### config.mk
export PLATFORM = sky130hd
export DESIGN_NAME = alu_pipe
export DESIGN_NICKNAME = d
export VERILOG_FILES = /design/src/rtl/alu_pkg.sv /design/src/rtl/alu_core.sv /design/src/rtl/alu_pipe.sv
export SDC_FILE = /design/constraint.sdc
export NUM_CORES = 1
export LEC_CHECK = 0
export CAP_MARGIN = 20
export CORE_MARGIN = 2
export CORE_UTILIZATION = 25
export CTS_CLUSTER_SIZE = 24
export DETAILED_ROUTE_END_ITERATION = 12
export DONT_BUFFER_PORTS = 1
export SETUP_SLACK_MARGIN = 0.5
export SLEW_MARGIN = 20
export SYNTH_ARGS = -nofsm -noshare
export SYNTH_HDL_FRONTEND = slang
export SYNTH_SLANG_ARGS = --single-unit
### constraint.sdc
create_clock -name clk -period 8 [get_ports clk]
set_clock_uncertainty 0.15 [all_clocks]
set_input_delay 2 -clock clk [delete_from_list [all_inputs] [get_ports clk]]
set_output_delay 2 -clock clk [all_outputs]
set_load 0.1 [all_outputs]
### src/rtl/alu_pkg.sv
// Shared types for the pipelined ALU: opcode encoding and the result flag bundle.
package alu_pkg;

    typedef enum logic [2:0] {
        OP_ADD = 3'd0,
        OP_SUB = 3'd1,
        OP_AND = 3'd2,
        OP_OR  = 3'd3,
        OP_XOR = 3'd4,
        OP_SLT = 3'd5,
        OP_SLL = 3'd6,
        OP_SRA = 3'd7
    } alu_op_e;

    typedef struct packed {
        logic z;   // C == 0
        logic n;   // C[W-1]
        logic v;   // signed overflow, ADD/SUB only
        logic co;  // ADD carry-out / SUB borrow, else 0
    } alu_flags_t;

endpackage

### src/rtl/alu_core.sv
// Combinational signed ALU datapath: (sel, A, B) -> (C, flags).
// ADD/SUB are formed at W+1 bits; SAT != 0 clamps overflowing ADD/SUB results.
module alu_core
    import alu_pkg::*;
#(
    parameter int W   = 8,
    parameter int SAT = 0
) (
    input  alu_op_e      sel,
    input  logic [W-1:0] A,
    input  logic [W-1:0] B,
    output logic [W-1:0] C,
    output alu_flags_t   flags
);

    localparam int           SH      = $clog2(W);
    localparam logic [W-1:0] MAX_POS = {1'b0, {(W-1){1'b1}}};
    localparam logic [W-1:0] MAX_NEG = {1'b1, {(W-1){1'b0}}};

    logic          is_sub;
    logic [W-1:0]  b_eff;
    logic [W:0]    sum_x;
    logic          ovf;
    logic [W-1:0]  arith;
    logic          lt_s;
    logic [SH-1:0] shamt;

    // SUB is A + (~B + 1); overflow when the addends agree in sign and the sum does not.
    assign is_sub = (sel == OP_SUB);
    assign b_eff  = is_sub ? ((~B) + W'(1)) : B;
    assign sum_x  = {1'b0, A} + {1'b0, b_eff};
    assign ovf    = (A[W-1] == b_eff[W-1]) && (sum_x[W-1] != A[W-1]);
    // On overflow both addends share A's sign, so A[W-1] tells which rail to clamp to.
    assign arith  = ((SAT != 0) && ovf) ? (A[W-1] ? MAX_NEG : MAX_POS) : sum_x[W-1:0];
    assign lt_s   = $signed(A) < $signed(B);
    assign shamt  = B[SH-1:0];

    // Opcode decode and flag generation; Z/N follow the final (possibly clamped) C.
    always_comb begin
        // NOTE: every output gets a default before the case so no path leaves it unassigned (no latch).
        // NOTE: combinational logic uses blocking '='; Z/N below read C as just computed.
        C        = '0;
        flags    = '0;
        unique case (sel)
            OP_ADD: begin
                C        = arith;
                flags.v  = ovf;
                flags.co = sum_x[W];
            end
            OP_SUB: begin
                C        = arith;
                flags.v  = ovf;
                flags.co = (A < B);
            end
            OP_AND:  C = A & B;
            OP_OR:   C = A | B;
            OP_XOR:  C = A ^ B;
            OP_SLT:  C = {{(W-1){1'b0}}, lt_s};
            OP_SLL:  C = A << shamt;
            OP_SRA:  C = $signed(A) >>> shamt;
            default: C = '0;
        endcase
        flags.z = (C == '0);
        flags.n = C[W-1];
    end

endmodule

### src/rtl/alu_pipe.sv
// Two-stage pipelined ALU with valid/ready on both sides.
// S1 holds the accepted operands, S2 holds the registered result and flags.
module alu_pipe
    import alu_pkg::*;
#(
    parameter int W   = 8,
    parameter int SAT = 0
) (
    input  logic         clk,
    input  logic         rstn,
    input  logic         s_valid,
    output logic         s_ready,
    input  alu_op_e      sel,
    input  logic [W-1:0] A,
    input  logic [W-1:0] B,
    output logic         m_valid,
    input  logic         m_ready,
    output logic [W-1:0] C,
    output logic         Z,
    output logic         N,
    output logic         V,
    output logic         CO
);

    logic         s1_valid;
    alu_op_e      s1_sel;
    logic [W-1:0] s1_a;
    logic [W-1:0] s1_b;
    logic         s1_advance;
    logic         s2_advance;
    logic [W-1:0] core_c;
    alu_flags_t   core_flags;

    // S2 moves when empty or handing off; S1 moves whenever S2 can take it.
    // s_ready depends only on state and m_ready, never on s_valid/sel/A/B.
    assign s2_advance = !m_valid || m_ready;
    assign s1_advance = s1_valid && s2_advance;
    assign s_ready    = !s1_valid || s1_advance;

    alu_core #(
        .W   (W),
        .SAT (SAT)
    ) u_core (
        .sel   (s1_sel),
        .A     (s1_a),
        .B     (s1_b),
        .C     (core_c),
        .flags (core_flags)
    );

    // S1: capture operands on accept; refill or empty whenever s_ready is high.
    always_ff @(posedge clk or negedge rstn) begin
        if (!rstn) begin
            // NOTE: payload registers are reset together with the valid bits; they are few and this keeps X out of the core.
            s1_valid <= 1'b0;
            s1_sel   <= OP_ADD;
            s1_a     <= '0;
            s1_b     <= '0;
        end else if (s_ready) begin
            s1_valid <= s_valid;
            if (s_valid) begin
                s1_sel <= sel;
                s1_a   <= A;
                s1_b   <= B;
            end
        end
    end

    // S2: register result and flags; everything holds while the sink stalls.
    always_ff @(posedge clk or negedge rstn) begin
        if (!rstn) begin
            m_valid <= 1'b0;
            C       <= '0;
            Z       <= 1'b0;
            N       <= 1'b0;
            V       <= 1'b0;
            CO      <= 1'b0;
        end else if (s2_advance) begin
            m_valid <= s1_valid;
            if (s1_valid) begin
                C  <= core_c;
                Z  <= core_flags.z;
                N  <= core_flags.n;
                V  <= core_flags.v;
                CO <= core_flags.co;
            end
        end
    end

endmodule

Word-level counts from Yosys, hierarchy flattened
Index checks and enable logic that the tools add are counted.

operators by class
  add/subtract/negate cells = 2
  magnitude comparators = 2
  equality and inequality tests = 9
  shift operators = 2
  mux-type cells = 3
  bitwise logic cells = 4
  reductions and logical operators = 11

operators by type and width
  operator                                                                count
  8-bit one-hot mux with 7 select lines                                   1
  8-bit less-than comparator                                              2
  3-bit equality test (second input constant)                             4
  8-bit by 8-bit adder with 9-bit output                                  1
  8-bit by 1-bit adder with 8-bit output (second input constant)          1
  8-bit AND                                                               1
  8-bit logical NOT                                                       1
  8-bit 2-to-1 mux                                                        1
  8-bit inverter                                                          1
  8-bit OR                                                                1
  8-bit by 3-bit left shift with 8-bit output                             1
  8-bit by 3-bit >>> shifter with 8-bit output                            1
  8-bit bitwise XOR                                                       1
  3-bit by 2-bit equality test with 1-bit output (second input constant)  2
  2-bit one-hot mux with 2 select lines                                   1
  2-bit AND reduction                                                     2
  3-bit by 1-bit equality test with 1-bit output (second input constant)  1
  3-bit logical NOT                                                       1
  1-bit logical AND                                                       2
  1-bit logical NOT                                                       2
  1-bit logical OR                                                        2
  2-bit OR reduction                                                      1
  1-bit equality test                                                     1
  1-bit inequality test                                                   1

word-level totals
  register bits after elaboration = 33
  input bits = 23
  output and inout bits = 14
  word-level logic and storage cells = 43

Logic depth before layout (Yosys ltp)
  depth after elaboration = 7
  mapped depth = 15
  mapped depth without buffers = 13

By module
Synthesis repeated with hierarchy kept, for this count alone.

unflattened totals
  cell total of the unflattened synthesis = 329
  area, all modules = 3,250.6 sq um

modules (own cells, without submodules)
  module    instances  cells an instance  area each (sq um)  seq. area each (sq um)
  alu_core  1          257                1,941.9            0.0
  alu_pipe  1          72                 1,308.8            825.8

Worst setup path after synthesis
Ideal clock, no wire load.

  kind = input to output
  start = input m_ready
  end = output s_ready
  arrival time = 2.827 ns
  data required time = 5.850 ns
  setup slack = 3.023 ns
  stages = 1
  path buffers = 0
  cells stage by stage = nand3b_1

on the way
  cells in the longest elaborated chain, start to end = 3

RTL lines
  element             RTL line        source
  start: declaration  alu_pipe.sv:17  input logic m_ready,
  1-bit logical OR    alu_pipe.sv:36  assign s2_advance = !m_valid || m_ready;
  1-bit logical AND   alu_pipe.sv:37  assign s1_advance = s1_valid && s2_advance;
  1-bit logical OR    alu_pipe.sv:38  assign s_ready = !s1_valid || s1_advance;
  end: declaration    alu_pipe.sv:12  output logic s_ready,

No other way between the ends.

Final worst setup path
Ends and elaborated chain as after synthesis.

==> impl_metrics.yaml <==
timing:
  final.min_clock_period_ps: 5000
  slew_headroom_pct: 25.6
  finalSetupViolations: 0
  slew_violations: 0
  worstMarginPinSlew_ps: 1110
  fin_tns_setup_ps: 0
  hold_violations: 0
  rsz0062_at_grt: "no"
  fin_ws_ps: 3000
  fmax_ghz: 0.200
  fin_crit_sh_pct: 62.5
worst_setup_path:
  path_class: "primary input to output port"
  crit_path_start_kind: "primary input"
  end_kind: "output port"
  rrSetupSlack_ps: 4250
  r2r_end: "Z"
  reg2reg_depth: 10
  critPathMaxStageDelay_ps: 840
  worstPathMaxFanout: 3
  r2r-start: "s1_sel[2]"
  crit_chain: "nand3b_1"
  critPathBufInv: 0
  cp.required_ps: 5850
  crit_family: "simple AND/OR/NAND/NOR gates"
  arrival_ps: 2850
  slowest_stage: "nand3b_1"
clock_network:
  clockBufferDepth: 2
  clock_latency_ps: 280
  cts_buffers: 5
  post_cts_buffers: 0
  path_clk_slew_ps: 50
  htree_levels: 2
  cts_tree: "done"
  cts_hold_buf: 0
  cts.sinks: 32
  root_buffer: "clkbuf_16"
  post_cts_resize_count: 0
worst_hold_path:
  hold_start: "s1_b[4]"
  hold_depth: 1
  min_path_type: "flip-flop to flip-flop"
  holdPathEnd: "s1_b[4]"
final_layout:
  area_delta_synth_final_pct: 10.1
  diodes: 0
  layout_common_cells: "ha_1, dfrtp_1, nand2_1"
  layout_commonest_cell: "ha_1"
  drive_gt1_share_pct: 14.7
  nets: 375
  fin_util_pct: 28.3
  fillers: 1220
placement:
  dpl.hpwl_mm: 5.81
  place_congestion: 0.837
  dp_slack_ps: 3000
  io_buffers: 0
synthesis:
  async_flop_share_pct: 100
  synth_cell_types: 53
  synth.avg_cell_area_um2: 9.12
  yosysWarningCount: 0
  synthesis.instances: 322
  syn-num-nets: 379
  ys_ff_latch: 32
  ys_seq_area_share_pct: 27.3
  syn_area_um2: 2940
  synth_edf_count: 0
  synth_top_flop_cell: "dfrtp_1"
floorplan:
  die_h_um: 112
  dieArea_um2: 12600
  ios: 37
  core_area_um2: 11400
  die_w_um: 112
  rows: 39
  start_util_pct: 25.7
routing:
  viasPerCell: 5.11
  finalWirelength_mm: 7.60
  wl_per_cell_um: 16.5
  drc: 0
  via_count: 2359
  first_iter_violations: 157
  antenna_left: 0
  first_pass_iters: 4
global_routing:
  antenna_found_initial: 0
  grt_max_degree: 33
  grt_pass1_wl_mm: 12.3
  grt_pass1_vias: 2304
  grtUsageTotal_pct: 12.1
  overflow: 0
power_and_ir_drop:
  cellLeakagePower_nw: 1.39
  peakVddDrop_v: 0.000119
  powerDensity_nw_per_um2: 306
run_status:
  status: "complete, no violations"
run:
  maxCapViolCount: 0
[kinds of logic after synthesis]
logic type	synth area share, %
DFF	27.3
muxes	17.2
buffers and inverters	5.67
xor gates and xnor gates	3.58
adders and majority gates	14.7
AOI/OAI and AO/OA	18.1
and+or+nand+nor	13.5
[synthesized netlist by cell type, drive strengths merged (2+ instances only)]
library cell	count	area [µm²]
inv	24	90.1
dfrtp	32	801
ha	33	413
o41ai	3	33.8
nand3	7	35.0
a21boi	5	37.5
a31oi	4	31.3
nor3	5	25.0
a221oi	2	17.5
clkbuf	4	15.0
nor2	25	93.8
nand2	26	97.6
a21oi	16	83.8
mux2i	11	110
nand3b	2	15.0
a211o	2	17.5
and3	3	18.8
buf	10	57.6
nor2b	4	25.0
nand2b	5	31.3
o211ai	5	37.5
xnor2	9	78.8
o22ai	5	31.3
o21ai	22	110
xor2	3	26.3
mux4	5	113
mux2	25	282
or2	2	12.5
o21bai	4	30.0
a211oi	3	22.5
[cell type report]
cell class,instances,area (µm²),share of cell area [%]
Multi-Input combinational cell,251,1970,60.9
Sequential cell,32,802,24.8
Tap cell,143,179,5.53
Clock buffer,5,125,3.87
Inverter,25,93.8,2.90
Clock inverter,3,42.5,1.32
Timing Repair Buffer,3,22.5,0.696
[how the worst max path moves through the flow]
stage,start,to,slack [ps],cells after the start
4_1_cts,m_ready,s_ready,3000,1
3_5_place_dp,m_ready,s_ready,3000,1
5_1_grt,m_ready,s_ready,2990,1
3_3_place_gp,m_ready,s_ready,3010,1
6_report,m_ready,s_ready,3000,1
2_1_floorplan,m_ready,s_ready,3020,1
[per-layer routing]
metal,wire length (µm),track usage [%]
met1,3380,16.1
met3,428,2.11
met5,0,0
met2,3690,20.4
met4,97,3.33
[report_power, final]
part	total [mW]	internal, mW	switching, mW
logic	0.345	0.154	0.191
clock network	0.220	0.146	0.0742
registers	0.425	0.194	0.231
[through the flow]
step                instance area (µm²)  total power [mW]  std cells  hold WS [ps]
detailed placement                 3070             0.770        454           377
CTS                                3230             0.993        462           390
global route                       3230              1.05        462           409
finish                             3230             0.990        462           385
global placement                   3070             0.760        454           359
floorplan                          2940             0.689        322           330
[worst reg2reg max path, stage by stage (launching register included)]
cell	delay (ps)
dfrtp_1	790
nor2_1	250
nand2_1	300
mux2_2	400
ha_1	290
a21oi_2	160
o211ai_1	150
o41ai_1	520
xor2_1	190
a21oi_1	120
o41ai_2	340
[flip-flops by register name, summed over array words and instances (netlist names)]
name,count
C,8
CO,1
V,1
Z,1
m_valid,1
s1_a,8
s1_b,8
s1_sel,3
s1_valid,1
No activity file was read; power rests on OpenSTA's default activity.
